**src/rtl/sum_accumulator.sv**
```systemverilog
// Frame accumulator: sums COUNT unsigned samples (or fewer on flush) from a
// valid/ready stream and holds the total, sample count and overflow flag for a valid/ready consumer.
module sum_accumulator #(
    parameter int WIDTH     = 8,
    parameter int ACC_WIDTH = 16,
    parameter int COUNT     = 4,
    localparam int CW       = $clog2(COUNT + 1)
) (
    input  logic                 IN_clk,
    input  logic                 IN_rst_n,
    input  logic                 IN_valid,
    output logic                 OUT_ready,
    input  logic [WIDTH-1:0]     IN_sum,
    input  logic                 IN_flush,
    output logic                 OUT_valid,
    input  logic                 IN_ready,
    output logic [ACC_WIDTH-1:0] OUT_acc,
    output logic [CW-1:0]        OUT_count,
    output logic                 OUT_ovf
);

    // Handshake: a transfer happens on a rising edge where valid and ready
    // are both high; the producer holds its data stable while valid && !ready.
    typedef enum logic {ACCUM = 1'b0, HOLD = 1'b1} state_t;

    state_t               r_state, w_state_n;
    logic                 r_ready, w_ready_n;
    logic [ACC_WIDTH-1:0] r_acc, w_acc_n;
    logic [CW-1:0]        r_count, w_count_n;
    logic                 r_ovf, w_ovf_n;

    logic                 w_accept;
    logic                 w_return;
    logic [ACC_WIDTH:0]   w_sum_ext;
    logic [CW-1:0]        w_count_inc;

    assign w_accept    = IN_valid && r_ready;
    assign w_return    = (r_state == HOLD) && IN_ready;
    assign w_sum_ext   = {1'b0, r_acc} + {{(ACC_WIDTH + 1 - WIDTH){1'b0}}, IN_sum};
    assign w_count_inc = r_count + CW'(1);

    always_ff @(posedge IN_clk or negedge IN_rst_n) begin
        if (!IN_rst_n) begin
            r_state <= ACCUM;
            r_ready <= 1'b0;
            r_acc   <= '0;
            r_count <= '0;
            r_ovf   <= 1'b0;
        end else begin
            r_state <= w_state_n;
            r_ready <= w_ready_n;
            r_acc   <= w_acc_n;
            r_count <= w_count_n;
            r_ovf   <= w_ovf_n;
        end
    end

    always_comb begin
        w_state_n = r_state;
        w_acc_n   = r_acc;
        w_count_n = r_count;
        w_ovf_n   = r_ovf;
        w_ready_n = 1'b0;
        case (r_state)
            ACCUM: begin
                if (w_accept) begin
                    w_acc_n   = w_sum_ext[ACC_WIDTH-1:0];
                    w_count_n = w_count_inc;
                    w_ovf_n   = r_ovf | w_sum_ext[ACC_WIDTH];
                end
                // A same-cycle sample is folded in before a flush closes the frame.
                if ((w_accept && (w_count_inc == CW'(COUNT))) ||
                    (IN_flush && ((r_count != '0) || w_accept))) begin
                    w_state_n = HOLD;
                end else begin
                    w_ready_n = 1'b1;
                end
            end
            HOLD: begin
                if (w_return) begin
                    w_state_n = ACCUM;
                    w_acc_n   = '0;
                    w_count_n = '0;
                    w_ovf_n   = 1'b0;
                    w_ready_n = 1'b1;
                end
            end
            default: begin
                w_state_n = ACCUM;
            end
        endcase
    end

    assign OUT_ready = r_ready;
    assign OUT_valid = (r_state == HOLD);
    assign OUT_acc   = r_acc;
    assign OUT_count = r_count;
    assign OUT_ovf   = r_ovf;

endmodule

```
**config.mk**
```make
export PLATFORM = sky130hd
export DESIGN_NAME = sum_accumulator
export DESIGN_NICKNAME = d
export VERILOG_FILES = /design/src/rtl/sum_accumulator.sv
export SDC_FILE = /design/constraint.sdc
export NUM_CORES = 1
export LEC_CHECK = 0
export ABC_AREA = 1
export BUFFER_PORTS_ARGS = -buffer_cell sky130_fd_sc_hd__buf_2
export CELL_PAD_IN_SITES_DETAIL_PLACEMENT = 1
export CELL_PAD_IN_SITES_GLOBAL_PLACEMENT = 2
export CORE_MARGIN = 2
export CORE_UTILIZATION = 25
export DETAILED_ROUTE_END_ITERATION = 8
export PLACE_DENSITY_LB_ADDON = 0.1
export SYNTH_ARGS = -nofsm -noshare
export SYNTH_HDL_FRONTEND = slang
export SYNTH_SLANG_ARGS = --single-unit
```
**constraint.sdc**
```tcl
create_clock -name IN_clk -period 3.2 [get_ports IN_clk]
set_clock_uncertainty 0.2 [all_clocks]
set_input_delay 0.64 -clock IN_clk [delete_from_list [all_inputs] [get_ports IN_clk]]
set_output_delay 0.64 -clock IN_clk [all_outputs]
set_load 0.01 [all_outputs]
```
After elaboration in Yosys (flattened, before gate mapping)
Cells that the tools add are included.
W data, S select, Z words.
Storage, ports and cells
  flip-flop bits (word level): 22
  input bits: 13
  logic and storage cells: 35
Cells by class
  add/sub/neg operators: 2
  equal/unequal tests: 3
  mux-type cells: 15
  bitwise gates (word level): 2
  reductions and logical operators: 8
Operator list (count)
  $mux W16: 2
  $pmux W16 S2: 1
  $add A16 B8 Y17: 1
  $mux W1: 6
  $mux W3: 2
  $pmux W1 S2: 3
  $pmux W3 S2: 1
  $logic_and A1 B1 Y1: 4
  $add A3 B1 Y3 const B: 1
  $eq A3 B3 Y1 const B: 1
  $reduce_bool A3 Y1: 1
  $logic_or A1 B1 Y1: 2
  $ne A2 B1 Y1 const B: 1
  $ne A2 B2 Y1 const B: 1
  $reduce_and A2 Y1: 1
  $not A1 Y1: 1
  $or A1 B1 Y1: 1

Logic depth before layout (Yosys ltp)
  depth in word-level cells: 6
  depth in mapped cells: 12
  mapped depth without buffers: 12

Least setup slack after synthesis
OpenSTA, ideal clock, no wires.
  path kind: in2reg
  start point: in IN_sum[0]
  end point: reg r_acc[8] (netlist: OUT_acc[8])
  library setup time: 133 ps
  arrival: 1792 ps
  slack: 1075 ps
  stages: 11
  path buffers: 0
  cell sequence: ha_1 inv_1 fa_1 inv_1 nand3_1 nand3_1 nand2_1 nand2_1 nand2_1 nand3_1 o21ai_0
On the way
  cells in the longest elaborated chain, start to end: 3
Ends and longest elaborated chain
  start, declared: RTL line 13  | input logic [WIDTH-1:0] IN_sum,
  $add A16 B8 Y17: RTL line 39  | assign w_sum_ext = {1'b0, r_acc} + {{(ACC_WIDTH + 1 - WIDTH){1'b0}}, IN_sum};
  $mux W16: RTL line 66  | if (w_accept) begin
  $pmux W16 S2: RTL line 64  | case (r_state)
  end signal, assigned: RTL line 52  | r_acc <= w_acc_n;
  end, declared: RTL line 28  | logic [ACC_WIDTH-1:0] r_acc, w_acc_n;
Every way passes these cells. The select of a mux whose other input is x is not followed.
A chain may end at the register's enable or synchronous reset.

Worst setup path in the final report
Ends and elaborated chain as after synthesis.

==> results.py <==
metrics = {
    "global_routing": {
        "antenna_found_initial": 0,
        "grt_pass1_vias": 1468,
        "grt_max_degree": 23,
        "track_usage_pct": 13.7,
        "grt_pass1_wl_mm": 7.02,
        "overflow": 0,
    },
    "yosys": {
        "synthArstFlopShare_pct": 100,
        "synth_edf_count": 0,
        "syn_area_sq_um": 1540,
        "synthCells": 215,
        "synth-seq-cells": 22,
        "syn_nets": 240,
        "synth-seq-area-share_pct": 35.8,
        "yosys_most_used_dff": "dfrtp_1",
        "ys_types": 28,
        "yosysWarnings": 0,
        "synth.avg_cell_area_sq_um": 7.15,
    },
    "floorplanning": {
        "die_x_microns": 82.4,
        "rows": 28,
        "die_area_sq_um": 6790,
        "start_util_pct": 26.0,
        "core_area_sq_um": 5920,
        "dieHeight_microns": 82.4,
        "io-pin-count": 35,
    },
    "timing": {
        "hold_viol_final": 0,
        "finalSetupViolCount": 0,
        "fmaxAchievable_ghz": 0.474,
        "min_period_ps": 2110,
        "hold_ws_ps": 154,
        "tns_ps": 0,
        "maxSlewHeadroom_pct": 62.7,
        "slew_violations": 0,
        "worst_slew_pin_slew_ps": 560,
        "rsz0062_at_grt": "no",
        "timing.final.crit_share_pct": 66.0,
    },
    "finish": {
        "num_antenna_cells": 0,
        "final_cell_mix": "nand2_1, buf_2, inv_1, dfrtp_1, nand3_1",
        "drive_gt1_share_pct": 18.1,
        "utilization_pct": 30.5,
        "final_cell_area_sq_um": 1810,
        "area_delta_synth_final_pct": 17.5,
        "final_common_cell": "nand2_1",
        "nNetsFinal": 276,
    },
    "worst_setup_path": {
        "endpoint": "OUT_acc[8]$_DFFE_PN0P_",
        "crit_slowest_cell": "fa_1",
        "cp-end-kind": "flip-flop",
        "crit_family": "adder cells",
        "crit_arrival_ps": 2060,
        "crit_path_max_fanout": 3,
        "path_cells": "buf_2 -> ha_1 -> inv_1 -> fa_1 -> inv_1 -> nand3_1 -> nand3_1 -> nand2_1 -> nand2_1 -> nand2_1 -> nand3_1 -> o21ai_0",
        "path_buf_inv": 3,
        "worst_setup_path_start_kind": "input port",
        "worst-path-stages": 12,
        "critPathKind": "in2reg",
        "required_ps": 3150,
        "cpPeakStageDelay_ps": 400,
        "critPathLaunch": "IN_sum[0]",
        "worstReg2RegEnd": "OUT_acc[8]$_DFFE_PN0P_",
        "r2r-start": "OUT_acc[0]$_DFFE_PN0P_",
        "r2r_setup_slack_ps": 1150,
        "reg2regPathDepth": 11,
    },
    "power_and_ir_drop": {
        "p_seq_share_pct": 34.6,
        "switching_share_pct": 45.2,
        "power.density_nw_per_um2": 639,
        "pwr-share-comb_pct": 49.4,
        "p_sw_mw": 0.522,
        "ir_drop_uv": 261,
        "leakagePower_nw": 1.02,
        "total_power_mw": 1.15,
        "intPower_mw": 0.631,
        "pwr-share-clk_pct": 16.0,
    },
    "clock_tree": {
        "cts_buffers": 3,
        "clk_pin_slew_ps": 90,
        "cts-root-buf": "clkbuf_8",
        "clock_sinks": 22,
        "cts_hold_buffers": 0,
        "clockBufferDepth": 2,
        "worstSkewPairLatency_ps": 270,
        "cts_resized": 0,
        "htreeDepth": 1,
        "cts_setup_buffers": 0,
        "tritoncts": "yes",
    },
    "route": {
        "drt-initial-drc-count": 51,
        "avgRoutedWirePerCell_microns": 13.4,
        "via_count": 1470,
        "viasPerCell": 4.54,
        "drc": 0,
        "drt_pass1_iterations": 4,
        "antenna_left": 0,
        "drt-total-wl_mm": 4.33,
    },
    "outcome": {
        "status": "complete, no violations",
    },
    "place": {
        "portBuffers": 34,
        "place_congestion": 0.759,
        "dp_hpwl_mm": 3.40,
        "placed_cell_area_sq_um": 1760,
    },
    "min_path": {
        "hold_path.class": "in2async",
    },
    "run": {
        "max_cap_violations": 0,
    },
}
==> Yosys cell counts (all sizes together), types with 2 or more instances <==
cell / n / area, sq um
inv: 25 / 93.8
o22ai: 2 / 12.5
o21ai: 11 / 55.1
nand3: 23 / 125
clkinv: 3 / 16.3
ha: 11 / 138
nand4: 3 / 18.8
a21oi: 8 / 40.0
or2: 2 / 12.5
dfrtp: 22 / 551
buf: 3 / 36.3
nor2: 21 / 81.3
nand2: 76 / 304
==> layer usage <==
metal | global-route usage [%] | share of wire, % | vias up
met4 | 3.50 | 0.90 | 0
li1 | - | - | 755
met2 | 23.5 | 47 | 22
met1 | 18.1 | 49 | 688
met3 | 1.96 | 3.1 | 5
met5 | 0 | 0 | -
==> per-stage QoR <==
| stage | cells | setup WS, ps |
|---|---|---|
| after floorplan | 215 | 1080 |
| after global routing | 324 | 906 |
| after CTS | 324 | 1050 |
| final | 324 | 1090 |
| after detailed placement | 321 | 775 |
| after global placement | 321 | 831 |
==> worst min-delay path by stage <==
stage / from / endpoint / slack, ps
after floorplan: IN_rst_n / OUT_acc[0]$_DFFE_PN0P_ / 140
after global placement: OUT_ovf$_DFFE_PN0P_ / OUT_ovf$_DFFE_PN0P_ / 270
after detailed placement: OUT_ovf$_DFFE_PN0P_ / OUT_ovf$_DFFE_PN0P_ / 280
after CTS: IN_rst_n / OUT_acc[4]$_DFFE_PN0P_ / 170
after global routing: IN_rst_n / OUT_acc[4]$_DFFE_PN0P_ / 170
final: IN_rst_n / OUT_acc[3]$_DFFE_PN0P_ / 150
==> flip-flops by register name, summed over array words and instances, names as in the netlist <==
signal / count
OUT_ready: 1
OUT_count: 3
OUT_valid: 1
OUT_acc: 16
OUT_ovf: 1
==> power groups by stage <==
stage	clock (mW)	sequential, mW	combinational, mW
after global routing	0.207	0.410	0.662
after global placement	0	0.402	0.585
after floorplan	0	0.430	0.383
after detailed placement	0	0.407	0.582
after CTS	0.198	0.401	0.586
final	0.185	0.398	0.570
==> final cells by class <==
type	count	area, sq um
multi-input combinational	162	840
sequential	22	551
timing repair buffer	34	170
inverter	28	110
fill	759	4120
tap	75	93.8
clock buffer	3	41.3
==> cell families (layout without fill, tap and decap cells) <==
| family | after synthesis | after routing | synth area share (%) |
|---|---|---|---|
| DFF | 22 | 22 | 35.8 |
| AOI/OAI and AO/OA | 23 | 23 | 8.06 |
| xor gates and xnor gates | 1 | 1 | 0.570 |
| and+or+nand+nor | 126 | 126 | 35.8 |
| adders and majority gates | 12 | 12 | 10.3 |
| buffers and inverters | 31 | 65 | 9.53 |
No activity file was read; power rests on OpenSTA's default activity.
